===== config.mk =====
export PLATFORM = sky130hd
export DESIGN_NAME = instr_fetch_stage_flat
export DESIGN_NICKNAME = d
export VERILOG_FILES = /design/src/rtl/instr_fetch_stage_if.sv /design/src/rtl/instr_fetch_stage.sv /design/src/flat_wrapper.sv
export SDC_FILE = /design/constraint.sdc
export NUM_CORES = 1
export LEC_CHECK = 0
export CORE_UTILIZATION = 55
export DETAILED_ROUTE_END_ITERATION = 12
export DONT_BUFFER_PORTS = 1
export GPL_TIMING_DRIVEN = 1
export HOLD_SLACK_MARGIN = 0.06
export PLACE_DENSITY = 0.79
export SLEW_MARGIN = 20
export SYNTH_ARGS = -nofsm -noshare
export SYNTH_HDL_FRONTEND = slang
export SYNTH_SLANG_ARGS = --single-unit

===== constraint.sdc =====
create_clock -name Clk -period 2.7 [get_ports Clk]
set_input_delay 0.405 -clock Clk [delete_from_list [all_inputs] [get_ports Clk]]
set_output_delay 0.405 -clock Clk [all_outputs]
set_load 0.005 [all_outputs]

===== src/rtl/instr_fetch_stage_if.sv =====
// Bundle of control inputs, the instruction-memory path and the IF/ID register outputs of the fetch stage.
// master = surrounding pipeline/memory, slave = the fetch stage itself.
interface instr_fetch_stage_if;
   logic        Stall;
   logic        BranchTaken;
   logic [31:0] BranchTarget;
   logic        Jump;
   logic [25:0] JumpIndex;
   logic [31:0] ImemInstruction;
   logic [31:0] ImemAddress;
   logic [31:0] IfId_Instruction;
   logic [31:0] IfId_PCPlus4;
   logic        IfId_Valid;
   logic [31:0] FetchCount;

   modport master (
      output Stall, BranchTaken, BranchTarget, Jump, JumpIndex, ImemInstruction,
      input  ImemAddress, IfId_Instruction, IfId_PCPlus4, IfId_Valid, FetchCount
   );

   modport slave (
      input  Stall, BranchTaken, BranchTarget, Jump, JumpIndex, ImemInstruction,
      output ImemAddress, IfId_Instruction, IfId_PCPlus4, IfId_Valid, FetchCount
   );
endinterface


===== src/rtl/instr_fetch_stage.sv =====
// Fetch stage: owns the PC, addresses an async-read instruction memory and fills the IF/ID register.
// Priority per edge: branch, then jump, then stall, else sequential fetch.
module instr_fetch_stage #(
   parameter logic [31:0] RESET_PC  = 32'h0000_0000,
   parameter logic [31:0] NOP_INSTR = 32'h0000_0000
) (
   input logic                 Clk,
   input logic                 Reset,
   instr_fetch_stage_if.slave  fetch
);

   logic [31:0] pc_q, pc_d;
   logic [31:0] ifid_instr_q, ifid_instr_d;
   logic [31:0] ifid_pc_plus4_q, ifid_pc_plus4_d;
   logic        ifid_valid_q, ifid_valid_d;
   logic [31:0] fetch_count_q, fetch_count_d;
   logic [31:0] pc_plus4;

   // Branch targets are word-aligned by discarding the byte-offset bits.
   logic unused_target_lsbs;
   assign unused_target_lsbs = ^fetch.BranchTarget[1:0];

   assign pc_plus4 = pc_q + 32'd4;

   always_comb begin
      // NOTE: every next-state signal gets a hold default first, so no path leaves it unassigned (no latch).
      pc_d            = pc_q;
      ifid_instr_d    = ifid_instr_q;
      ifid_pc_plus4_d = ifid_pc_plus4_q;
      ifid_valid_d    = ifid_valid_q;
      fetch_count_d   = fetch_count_q;

      if (fetch.BranchTaken) begin
         pc_d            = {fetch.BranchTarget[31:2], 2'b00};
         ifid_instr_d    = NOP_INSTR;
         ifid_pc_plus4_d = 32'd0;
         ifid_valid_d    = 1'b0;
      end else if (fetch.Jump) begin
         // The jump sits in IF/ID, so its region bits come from the registered PC+4.
         pc_d            = {ifid_pc_plus4_q[31:28], fetch.JumpIndex, 2'b00};
         ifid_instr_d    = NOP_INSTR;
         ifid_pc_plus4_d = 32'd0;
         ifid_valid_d    = 1'b0;
      end else if (!fetch.Stall) begin
         pc_d            = pc_plus4;
         ifid_instr_d    = fetch.ImemInstruction;
         ifid_pc_plus4_d = pc_plus4;
         ifid_valid_d    = 1'b1;
         if (fetch_count_q != '1) begin
            fetch_count_d = fetch_count_q + 32'd1;
         end
      end
   end

   // NOTE: state registers use non-blocking assignments so all flops update together at the edge.
   always_ff @(posedge Clk or negedge Reset) begin
      if (!Reset) begin
         pc_q            <= {RESET_PC[31:2], 2'b00};
         ifid_instr_q    <= NOP_INSTR;
         ifid_pc_plus4_q <= 32'd0;
         ifid_valid_q    <= 1'b0;
         fetch_count_q   <= 32'd0;
      end else begin
         pc_q            <= pc_d;
         ifid_instr_q    <= ifid_instr_d;
         ifid_pc_plus4_q <= ifid_pc_plus4_d;
         ifid_valid_q    <= ifid_valid_d;
         fetch_count_q   <= fetch_count_d;
      end
   end

   assign fetch.ImemAddress      = pc_q;
   assign fetch.IfId_Instruction = ifid_instr_q;
   assign fetch.IfId_PCPlus4     = ifid_pc_plus4_q;
   assign fetch.IfId_Valid       = ifid_valid_q;
   assign fetch.FetchCount       = fetch_count_q;

endmodule


===== src/flat_wrapper.sv =====
// flat-port wrapper written by rule: the top's interface ports become plain ports
module instr_fetch_stage_flat 
#(
   parameter logic [31:0] RESET_PC  = 32'h0000_0000,
   parameter logic [31:0] NOP_INSTR = 32'h0000_0000
)
  (Clk, Reset, fetch_Stall, fetch_BranchTaken, fetch_BranchTarget, fetch_Jump, fetch_JumpIndex, fetch_ImemInstruction, fetch_ImemAddress, fetch_IfId_Instruction, fetch_IfId_PCPlus4, fetch_IfId_Valid, fetch_FetchCount);
  instr_fetch_stage_if fetch_i ();
  input logic Clk;
  input logic Reset;
  input wire logic [$bits(fetch_i.Stall)-1:0] fetch_Stall;
  input wire logic [$bits(fetch_i.BranchTaken)-1:0] fetch_BranchTaken;
  input wire logic [$bits(fetch_i.BranchTarget)-1:0] fetch_BranchTarget;
  input wire logic [$bits(fetch_i.Jump)-1:0] fetch_Jump;
  input wire logic [$bits(fetch_i.JumpIndex)-1:0] fetch_JumpIndex;
  input wire logic [$bits(fetch_i.ImemInstruction)-1:0] fetch_ImemInstruction;
  output wire logic [$bits(fetch_i.ImemAddress)-1:0] fetch_ImemAddress;
  output wire logic [$bits(fetch_i.IfId_Instruction)-1:0] fetch_IfId_Instruction;
  output wire logic [$bits(fetch_i.IfId_PCPlus4)-1:0] fetch_IfId_PCPlus4;
  output wire logic [$bits(fetch_i.IfId_Valid)-1:0] fetch_IfId_Valid;
  output wire logic [$bits(fetch_i.FetchCount)-1:0] fetch_FetchCount;
  assign fetch_i.Stall = fetch_Stall;
  assign fetch_i.BranchTaken = fetch_BranchTaken;
  assign fetch_i.BranchTarget = fetch_BranchTarget;
  assign fetch_i.Jump = fetch_Jump;
  assign fetch_i.JumpIndex = fetch_JumpIndex;
  assign fetch_i.ImemInstruction = fetch_ImemInstruction;
  assign fetch_ImemAddress = fetch_i.ImemAddress;
  assign fetch_IfId_Instruction = fetch_i.IfId_Instruction;
  assign fetch_IfId_PCPlus4 = fetch_i.IfId_PCPlus4;
  assign fetch_IfId_Valid = fetch_i.IfId_Valid;
  assign fetch_FetchCount = fetch_i.FetchCount;
  instr_fetch_stage #(.RESET_PC(RESET_PC), .NOP_INSTR(NOP_INSTR)) u_core (.Clk(Clk), .Reset(Reset), .fetch(fetch_i));
endmodule

# Word level (Yosys, flattened, before mapping)
# Index checks and enable logic that the tools add are counted.
# W data, S select, Z words.
# word_totals
mem_count,0
word_cells,24
mem_bits_rw,0
romBits,0
latch_bits,0
regBits,129
# classes
multipliers,0
n_mux,11
n_bitwise,3
n_shift,0
add_sub_neg,2
n_div,0
n_reduce_logical,1
order_cmp,0
eq_ne,2
# op_table
operator,count
$mux W32,8
$add A32 B1 Y32 const B,1
$add A32 B3 Y32 const B,1
$ne A32 B32 Y1 const B,1
$reduce_and A4 Y1,1
$mux W1,3
$ne A3 B1 Y1 const B,1
$not A1 Y1,3

# Depth between registers and ports, before layout
# Gate-level depths: netlist (run 1).
# logic_depth
word_depth,4
ltp_mapped,7
ltp_nobuf,6

# Worst setup path before layout (run 1)
# Ideal clock, no wire load.
# synth_timing
path_kind,input -> register
startpoint,in fetch_Jump
endpoint,reg u_core.fetch_count_q[31] (netlist: u_core.fetch.FetchCount[31])
setup_time_ns,0.127
t_arrival_ns,2.012
path_stages,6
setup_slack_ns,0.560
t_required_ns,2.573
path_cell_list,or2_2 > clkbuf_1 > or4_1 > nor3_1 > and3_1 > mux2_1
# synth_via
elab_chain_len,2
# synth_rtl
element,line_no,text
start: declaration,flat_wrapper.sv:14,input wire logic [$bits(fetch_i.Jump)-1:0] fetch_Jump;
$not A1 Y1 (no source line),n/a,
$reduce_and A4 Y1 (no source line),n/a,
end signal: assignment,instr_fetch_stage.sv:68,fetch_count_q <= fetch_count_d;
end: declaration,instr_fetch_stage.sv:16,"logic [31:0] fetch_count_q, fetch_count_d;"
# Every way passes these cells.
# A chain may end at the register's enable or synchronous reset.

# Worst setup path in the final report (run 1)
# layout_timing
startpoint,reg u_core.fetch_count_q[9] (netlist: u_core.fetch.FetchCount[9])
endpoint,reg u_core.fetch_count_q[31] (netlist: u_core.fetch.FetchCount[31])
# layout_via
elab_chain_len,2
elab_cells_between_ends,3
# layout_rtl
element
"parallel branches: the longest is 2 deep, another holds $add A32 B1 Y32"
# Parallel ways; which one is timed is not known.

==> results of run 1 <==
[worst max-delay path, cell delays in order, from the launching register on]
cell     delay, ps
dfrtp_1        460
nand4_1        280
or4_1          670
nor3_1         260
and3_1         210
mux2_1         330
[synth_stat cells (5+ instances only)]
master	instances	area [µm²]
inv_1	6	22.5
a22oi_1	9	67.6
xor2_1	38	333
o21ai_0	37	185
or4_1	5	37.5
buf_1	6	22.5
nor2_1	73	274
a21oi_1	54	270
xnor2_1	29	254
dfrtp_1	126	3150
and3_1	12	75.1
a31oi_1	5	31.3
clkbuf_1	26	97.6
nand3_1	34	170
nand2_1	46	173
nor3_1	23	115
nand4_1	22	138
nor4_1	7	43.8
mux2i_1	34	340
o22ai_1	7	43.8
and2_1	5	31.3
buf_2	6	30.0
[metal layers]
metal | wire, µm | vias up | GRT usage (%)
met4 | 435 | 0 | 11.7
li1 | - | 2373 | -
met2 | 8100 | 314 | 44.4
met3 | 1700 | 46 | 10.8
met1 | 6900 | 2530 | 34.8
met5 | 0 | - | 0
[power by group through the flow]
| stage | sequential, mW | combinational, mW | clock (mW) |
|---|---|---|---|
| 5_1_grt | 2.22 | 0.415 | 2.71 |
| 2_1_floorplan | 2.17 | 0.341 | 0 |
| 6_report | 2.20 | 0.371 | 2.60 |
| 4_1_cts | 2.20 | 0.370 | 2.61 |
| 3_5_place_dp | 2.23 | 0.367 | 0 |
| 3_3_place_gp | 2.23 | 0.350 | 0 |
[area by class of cell]
| class | instances | area (µm²) | area share (%) |
|---|---|---|---|
| tap | 143 | 179 | 2.48 |
| clock inverter | 12 | 208 | 2.87 |
| inverter | 6 | 22.5 | 0.312 |
| multi-input combinational | 496 | 3120 | 43.2 |
| sequential | 126 | 3150 | 43.6 |
| clock buffer | 20 | 467 | 6.46 |
| timing repair buffer | 10 | 75.1 | 1.04 |
[worst min-delay path by stage]
stage | startpoint | cells after the start | to
finish | Reset | 0 | u_core.fetch.IfId_Instruction[4]
global route | Reset | 0 | u_core.fetch.IfId_Valid
CTS | Reset | 0 | u_core.fetch.IfId_Instruction[4]
detailed placement | Reset | 0 | u_core.fetch.IfId_Instruction[4]
global placement | Reset | 0 | u_core.fetch.IfId_Instruction[4]
floorplan | Reset | 0 | u_core.fetch.FetchCount[0]
[per-stage QoR]
step / hold slack (ps) / setup slack [ps]
global route: -334 / 254
CTS: -321 / 370
global placement: 112 / 481
detailed placement: 112 / 379
finish: -316 / 371
floorplan: 109 / 560
[state kept, by name, summed over array words and instances (netlist names)]
name,cells
u_core.fetch.FetchCount,32
u_core.fetch.IfId_Instruction,32
u_core.fetch.IfId_PCPlus4,31
u_core.fetch.ImemAddress,30
u_core.fetch.IfId_Valid,1
[kinds of logic after synthesis]
group           synth area share [%]
compound gates                  12.6
xor+xnor                        9.08
fa+ha+maj                      0.387
buf+inv                         3.02
flops                           48.8
mux                             5.61
other cells                   0.0580
simple gates                    20.5
==> impl_metrics.py, run 1 <==
metrics = {
    "clock_tree": {
        "cts_setup_buffers": 0,
        "cts_root_buffer": "clkbuf_16",
        "clkLatencyLatePin_ps": 410,
        "cts_max_level": 4,
        "clk_path_buf_depth": 2,
        "path_clk_slew_ps": 60,
        "clock-sinks": 126,
        "cts_tree": "built",
        "cts_made_buffers": 17,
        "ctsResizeCount": 0,
    },
    "finish": {
        "diodes": 0,
        "syn2layout_area_growth_pct": 11.8,
        "stdcell_area_um2": 7220,
        "nets": 754,
        "instances_no_fill": 813,
        "layout_commonest_cell": "dfrtp_1",
        "num-fill-cells": 920,
        "layout_common_cells": "126 x dfrtp_1, 72 x nor2_1, 54 x a21oi_1, 46 x nand2_1, 38 x xor2_1",
        "fin_util_pct": 63.3,
        "drive_above_1_share_pct": 8.66,
    },
    "floorplan": {
        "initial_utilization_pct": 56.6,
        "die_h_um": 110,
        "rows": 39,
        "io_pins": 224,
        "core_area_um2": 11400,
        "dieArea_um2": 12200,
        "die_w_um": 110,
    },
    "grt": {
        "overflow": 0,
        "grt_max_degree": 127,
        "grt_pass1_wl_um": 25600,
        "grt_pass1_vias": 5006,
        "grt_usage_pct": 28.3,
        "antenna_found_initial": 0,
    },
    "logic_synthesis": {
        "syn_inst": 668,
        "syn-cell-area_um2": 6460,
        "synth_enable_flop_cells": 0,
        "ys.warnings.count": 0,
        "syn_area_per_cell_um2": 9.67,
        "synthDistinctLibCells": 56,
        "async_flop_share_pct": 100,
        "ys_seq_area_share_pct": 48.8,
        "ys_ff_latch": 126,
        "ys.flop_type": "dfrtp_1",
    },
    "timing": {
        "skew_ps": 11.6,
        "fmax_ghz": 0.429,
        "worst_pin_slew_ps": 756,
        "period_needed_ps": 2330,
        "rsz0062_at_grt": "false",
        "slew-limit-headroom_pct": 49.6,
        "setup_violations": 0,
        "min_period_over_period_pct": 86.3,
        "final-hold-violation-count": 126,
        "slew_viol_final": 0,
        "whs_ps": -316,
        "final.setup.tns_ps": 0,
    },
    "route": {
        "num_vias": 5263,
        "drt_iter0_drc": 435,
        "wl_per_cell_um": 21.1,
        "viasPerCell": 6.47,
        "detail-route-antenna-nets": 0,
        "routed_wl_um": 17100,
        "route.detailed.drc": 0,
        "first_pass_iters": 5,
    },
    "worst_setup_path": {
        "criticalPathCategory": "reg2reg",
        "critical_path.endpoint_type": "flip-flop",
        "arrival_ps": 2610,
        "r2r-start": "u_core.fetch.FetchCount[9]",
        "worstSetupStartpoint": "u_core.fetch.FetchCount[9]",
        "r2r_slack_ps": 370,
        "required_ps": 2980,
        "r2r-end": "u_core.fetch.FetchCount[31]",
        "critPathLaunchType": "flip-flop",
        "reg2reg_depth": 5,
        "endpoint": "u_core.fetch.FetchCount[31]",
        "worst-path-max-fanout": 7,
    },
    "placed_design": {
        "place_hpwl_um": 11700,
        "dp.cells": 781,
        "finalWeightedCongestion": 0.880,
        "postPlaceCellArea_um2": 6550,
        "io_buffers": 0,
    },
    "outcome": {
        "violations": "negative hold slack",
        "status": "finished, violations left",
    },
    "power_and_ir_drop": {
        "powerDensity_nw_per_um2": 716,
        "clock_power_share_pct": 50.2,
        "p_comb_share_pct": 7.2,
        "finalPower_mw": 5.17,
        "p_sw_mw": 1.28,
        "p_seq_share_pct": 42.6,
        "sw_frac_of_total_pct": 24.7,
        "internal_power_mw": 3.90,
        "p_leak_nw": 3.14,
        "ir_drop_mv": 0.367,
    },
    "flow_run": {
        "max_cap_viol_count": 0,
    },
    "worst_hold_path": {
        "hp-class": "in2async",
    },
}
Note: power is estimated with default switching activity, not from simulation.
==> inputs of run 2 (changes only) <==
Settings changed: CTS_BUF_LIST set to sky130_fd_sc_hd__clkbuf_4 sky130_fd_sc_hd__clkbuf_8, SKIP_CTS_REPAIR_TIMING set to 1.
==> run 2 against run 1 <==
  * The run still ends with negative hold slack left
  * Worst hold slack got worse by 11 ps
  * Non-clock buffer count did not move
  * Worst setup slack improved by 8.5 ps
  * Routed wire length fell by 1.4%
  * Flip-flop and latch count did not move
  * Count of clock-buffer cells in the layout did not move
  * Final cell count did not move
  * Global-route usage fell by 0.46 points
  * Via count fell by 0.67%
  * First-iteration DRC count rose by 3.4%
  * Largest cell class unchanged
==> impl_metrics.py, run 2 (synthesized netlist as in run 1, its figures left out) <==
metrics = {
    "timing": {
        "worst_slack_ps": 380,
        "final-hold-violation-count": 126,
        "rsz0062_at_grt": "false",
        "fmax_ghz": 0.431,
        "final.setup.tns_ps": 0,
        "worst_pin_slew_ps": 764,
        "whs_ps": -327,
        "slew_viol_final": 0,
        "period_needed_ps": 2320,
        "skew_ps": 12.0,
        "slew-limit-headroom_pct": 49.0,
        "setup_violations": 0,
        "min_period_over_period_pct": 85.9,
    },
    "clock_tree": {
        "clock-sinks": 126,
        "cts_tree": "built",
        "cts_root_buffer": "clkbuf_8",
        "path_clk_slew_ps": 80,
        "cts_made_buffers": 17,
        "cts_max_level": 4,
        "clk_path_buf_depth": 2,
        "clkLatencyLatePin_ps": 420,
    },
    "worst_setup_path": {
        "critical_path.endpoint_type": "flip-flop",
        "worstSetupPathDepth": 5,
        "required_ps": 2990,
        "r2r_slack_ps": 380,
        "arrival_ps": 2610,
        "path_delay_family": "simple AND/OR/NAND/NOR gates",
        "criticalPathCategory": "reg2reg",
        "r2r-start": "u_core.fetch.FetchCount[9]",
        "timing.critical_path.buf_inv": 0,
        "slowest_stage": "or4_1",
        "worst_path_largest_cell_delay_ps": 670,
        "worst-path-max-fanout": 7,
        "r2r-end": "u_core.fetch.FetchCount[31]",
        "reg2reg_depth": 5,
        "critPathLaunchType": "flip-flop",
        "cp_cell_sequence": "nand4_1, or4_1, nor3_1, and3_1, mux2_1",
    },
    "placed_design": {
        "postPlaceCellArea_um2": 6550,
        "finalWeightedCongestion": 0.880,
        "io_buffers": 0,
        "place_hpwl_um": 11700,
        "pre_cts_ws_ps": 379,
    },
    "grt": {
        "antenna_found_initial": 0,
        "grt_max_degree": 127,
        "overflow": 0,
        "grt_pass1_wl_um": 25300,
        "grt_pass1_vias": 4961,
        "grt_usage_pct": 27.8,
    },
    "route": {
        "routed_wl_um": 16900,
        "wl_per_cell_um": 20.8,
        "drt_iter0_drc": 450,
        "num_vias": 5228,
        "viasPerCell": 6.43,
        "route.detailed.drc": 0,
        "detail-route-antenna-nets": 0,
        "first_pass_iters": 8,
    },
    "floorplan": {
        "die_w_um": 110,
        "die_h_um": 110,
        "initial_utilization_pct": 56.6,
        "rows": 39,
        "dieArea_um2": 12200,
        "core_area_um2": 11400,
        "io_pins": 224,
    },
    "finish": {
        "nets": 754,
        "layout_common_cells": "126 x dfrtp_1, 72 x nor2_1, 54 x a21oi_1, 46 x nand2_1, 38 x xor2_1",
        "stdcell_area_um2": 7030,
        "diodes": 0,
        "num-fill-cells": 945,
        "layout_commonest_cell": "dfrtp_1",
        "syn2layout_area_growth_pct": 8.83,
        "drive_above_1_share_pct": 8.66,
        "fin_util_pct": 61.6,
    },
    "outcome": {
        "status": "finished, violations left",
        "violations": "negative hold slack",
    },
    "power_and_ir_drop": {
        "powerDensity_nw_per_um2": 646,
        "finalPower_mw": 4.54,
        "ir_drop_mv": 0.340,
        "p_leak_nw": 3.06,
    },
    "worst_hold_path": {
        "hp-class": "in2async",
    },
    "flow_run": {
        "max_cap_viol_count": 0,
    },
}
-- run 2: per-layer routing --
layer	global-route usage (%)	vias to the layer above	part of all wire, %
met3	9.88	42	9.5
li1	-	2377	-
met1	34.7	2513	40
met5	0	-	0
met2	44.0	296	47
met4	11.0	0	2.6
-- run 2: stage by stage --
step                cells  hold slack, ps
floorplan             669             109
global placement      781             112
detailed placement    781             112
CTS                   813            -349
global route          813            -363
finish                813            -327
-- run 2: how the worst max path moves through the flow --
stage,start,to
finish,u_core.fetch.FetchCount[9],u_core.fetch.FetchCount[31]
global route,u_core.fetch.FetchCount[9],u_core.fetch.FetchCount[31]
CTS,u_core.fetch.FetchCount[9],u_core.fetch.FetchCount[31]
detailed placement,u_core.fetch.FetchCount[9],u_core.fetch.FetchCount[31]
global placement,u_core.fetch.FetchCount[9],u_core.fetch.FetchCount[31]
floorplan,fetch_Jump,u_core.fetch.FetchCount[31]
-- run 2: report_power, final --
part	internal (mW)	switching, mW
clock network	1.18	0.792
logic	0.172	0.198
registers	2.00	0.200
total	3.35	1.19
-- run 2: area by class of cell --
type / count / area (µm²) / share of cell area (%)
flip-flops and latches: 126 / 3150 / 44.8
multi-input cells: 496 / 3120 / 44.4
clock buffers: 20 / 275 / 3.91
clock inverters: 12 / 208 / 2.95
well taps: 143 / 179 / 2.54
repair buffers: 10 / 75.1 / 1.07
inverters: 6 / 22.5 / 0.320
==> inputs of run 3 (changes only) <==
Settings changed: CTS_BUF_LIST sky130_fd_sc_hd__clkbuf_4 sky130_fd_sc_hd__clkbuf_8 to sky130_fd_sc_hd__clkbuf_4.
Clock period 2.7 ns to 2.4 ns, I/O delays scaled along.
==> run 3 against run 2 <==
  * Combinational power increased by 62%
  * The run still ends with negative hold slack left
  * Utilization grew 6.4 points
  * Largest cell class unchanged
  * Largest power group unchanged
  * Clock power is 26% lower
  * Register-to-register slack worse by 230 ps
  * Clock skew increased by 5.0 ps
  * Critical endpoint unchanged
  * Critical path type unchanged
  * Critical path depth unchanged
  * Routed wire length rose by 12%
  * Non-clock buffer count grew 95
  * Sequential share of layout area shrank 4.2 points
==> impl_metrics.py, run 3 (synthesized netlist as in run 1, its figures left out) <==
metrics = {
    "timing": {
        "worst_pin_slew_ps": 1110,
        "rsz0062_at_grt": "false",
        "slew_viol_final": 0,
        "min_period_over_period_pct": 93.6,
        "slew-limit-headroom_pct": 25.9,
        "worst_slack_ps": 153,
        "setup_violations": 0,
        "period_needed_ps": 2250,
        "final.setup.tns_ps": 0,
        "whs_ps": -503,
        "fmax_ghz": 0.445,
        "final-hold-violation-count": 126,
        "skew_ps": 17.1,
    },
    "placed_design": {
        "pre_cts_ws_ps": 196,
        "io_buffers": 0,
        "finalWeightedCongestion": 0.912,
        "place_hpwl_um": 11700,
    },
    "finish": {
        "syn2layout_area_growth_pct": 20.1,
        "nets": 849,
        "layout_commonest_cell": "dfrtp_1",
        "drive_above_1_share_pct": 8.76,
        "layout_common_cells": "126 x dfrtp_1, 84 x dlygate4sd3_1, 72 x nor2_1, 54 x a21oi_1, 46 x nand2_1",
        "num-fill-cells": 844,
    },
    "route": {
        "first_pass_iters": 6,
        "wl_per_cell_um": 20.8,
        "route.detailed.drc": 0,
        "drt_iter0_drc": 514,
        "routed_wl_um": 18900,
        "detail-route-antenna-nets": 0,
        "viasPerCell": 6.30,
        "num_vias": 5732,
    },
    "floorplan": {
        "die_w_um": 110,
        "core_area_um2": 11400,
        "dieArea_um2": 12200,
        "die_h_um": 110,
        "rows": 39,
        "initial_utilization_pct": 56.6,
        "io_pins": 224,
    },
    "worst_setup_path": {
        "r2r-start": "u_core.fetch.FetchCount[16]",
        "worstSetupStartpoint": "u_core.fetch.FetchCount[16]",
        "r2r_slack_ps": 150,
        "critical_path.endpoint_type": "flip-flop",
        "arrival_ps": 2660,
        "reg2reg_depth": 5,
        "r2r-end": "u_core.fetch.FetchCount[31]",
        "critPathLaunchType": "flip-flop",
        "required_ps": 2810,
        "worst-path-max-fanout": 6,
        "criticalPathCategory": "reg2reg",
    },
    "power_and_ir_drop": {
        "p_leak_nw": 3.36,
        "internal_power_mw": 3.20,
        "powerDensity_nw_per_um2": 581,
        "sw_frac_of_total_pct": 29.1,
        "p_seq_share_pct": 54.6,
        "ir_drop_mv": 0.362,
        "p_comb_share_pct": 13.3,
        "p_sw_mw": 1.31,
        "clock_power_share_pct": 32.1,
    },
    "flow_run": {
        "max_cap_viol_count": 0,
    },
    "grt": {
        "grt_pass1_wl_um": 25400,
        "antenna_found_initial": 1,
        "grt_usage_pct": 28.1,
        "overflow": 0,
        "grt.busiest_layer": "met2",
        "grt_pass1_vias": 5037,
        "met1_usage_pct": 34.8,
        "grt_max_degree": 127,
        "use_met3_pct": 10.4,
        "grt_use_met2_pct": 42.9,
    },
    "clock_tree": {
        "cts_max_level": 4,
        "cts_root_buffer": "clkbuf_4",
        "path_clk_slew_ps": 120,
        "clkLatencyLatePin_ps": 530,
        "clk_path_buf_depth": 2,
        "cts_tree": "built",
        "cts_made_buffers": 17,
        "clock-sinks": 126,
    },
    "outcome": {
        "status": "finished, violations left",
        "violations": "negative hold slack",
    },
    "worst_hold_path": {
        "hp-class": "in2async",
    },
}
[run 3: cell count changes in the layout (fill, tap and decap cells not counted), moves of 3 or more]
cell	delta
clkbuf_4	+20
clkinv_2	+3
buf_4	+10
dlygate4sd3_1	+84
bufinv_16	-3
clkbuf_8	-20
[run 3: worst max path at each step]
stage	slack, ps	endpoint
2_1_floorplan	310	u_core.fetch.FetchCount[31]
3_3_place_gp	280	u_core.fetch.FetchCount[15]
3_5_place_dp	200	u_core.fetch.FetchCount[31]
4_1_cts	160	u_core.fetch.FetchCount[31]
5_1_grt	20	u_core.fetch.FetchCount[31]
6_report	150	u_core.fetch.FetchCount[31]
[run 3: power by group through the flow]
| stage | clock network [mW] | registers, mW | logic, mW |
|---|---|---|---|
| finish | 1.45 | 2.46 | 0.600 |
| global route | 1.56 | 2.48 | 0.661 |
| CTS | 1.47 | 2.46 | 0.439 |
| detailed placement | 0 | 2.50 | 0.436 |
| global placement | 0 | 2.49 | 0.418 |
| floorplan | 0 | 2.44 | 0.384 |
[run 3: final cells by class]
cell class,count,area (µm²),area share (%)
antenna,2,5.00,0.0645
clock buffer,20,150,1.93
clock inverter,12,121,1.56
inverter,6,22.5,0.290
multi-input combinational,496,3120,40.2
sequential,126,3150,40.6
tap,143,179,2.30
timing repair buffer,105,1010,13.0
[run 3: critical path, cell delays in order, from the launching register on]
cell and delay (ps):
dfrtp_1 490, nand3_1 220, or4_1 640, nor3_1 270, and3_1 200, mux2_1 310
[run 3: routing by layer]
metal	vias up	routed length (µm)	share of wire, %
met2	341	9100	48
met4	0	600	3.2
met1	2761	7290	38
met5	-	0	0
li1	2573	-	-
met3	57	1950	10
[run 3: stage by stage]
stage	hold WS (ps)	instance area, µm²	instances	utilization, %	power, mW
2_1_floorplan	64.4	6470	669	-	2.82
3_3_place_gp	66.9	6630	791	58.0	2.91
3_5_place_dp	66.7	6630	791	58.0	2.93
4_1_cts	-538	6900	823	60.4	4.37
5_1_grt	-548	7760	909	68.0	4.70
6_report	-503	7760	910	68.0	4.51
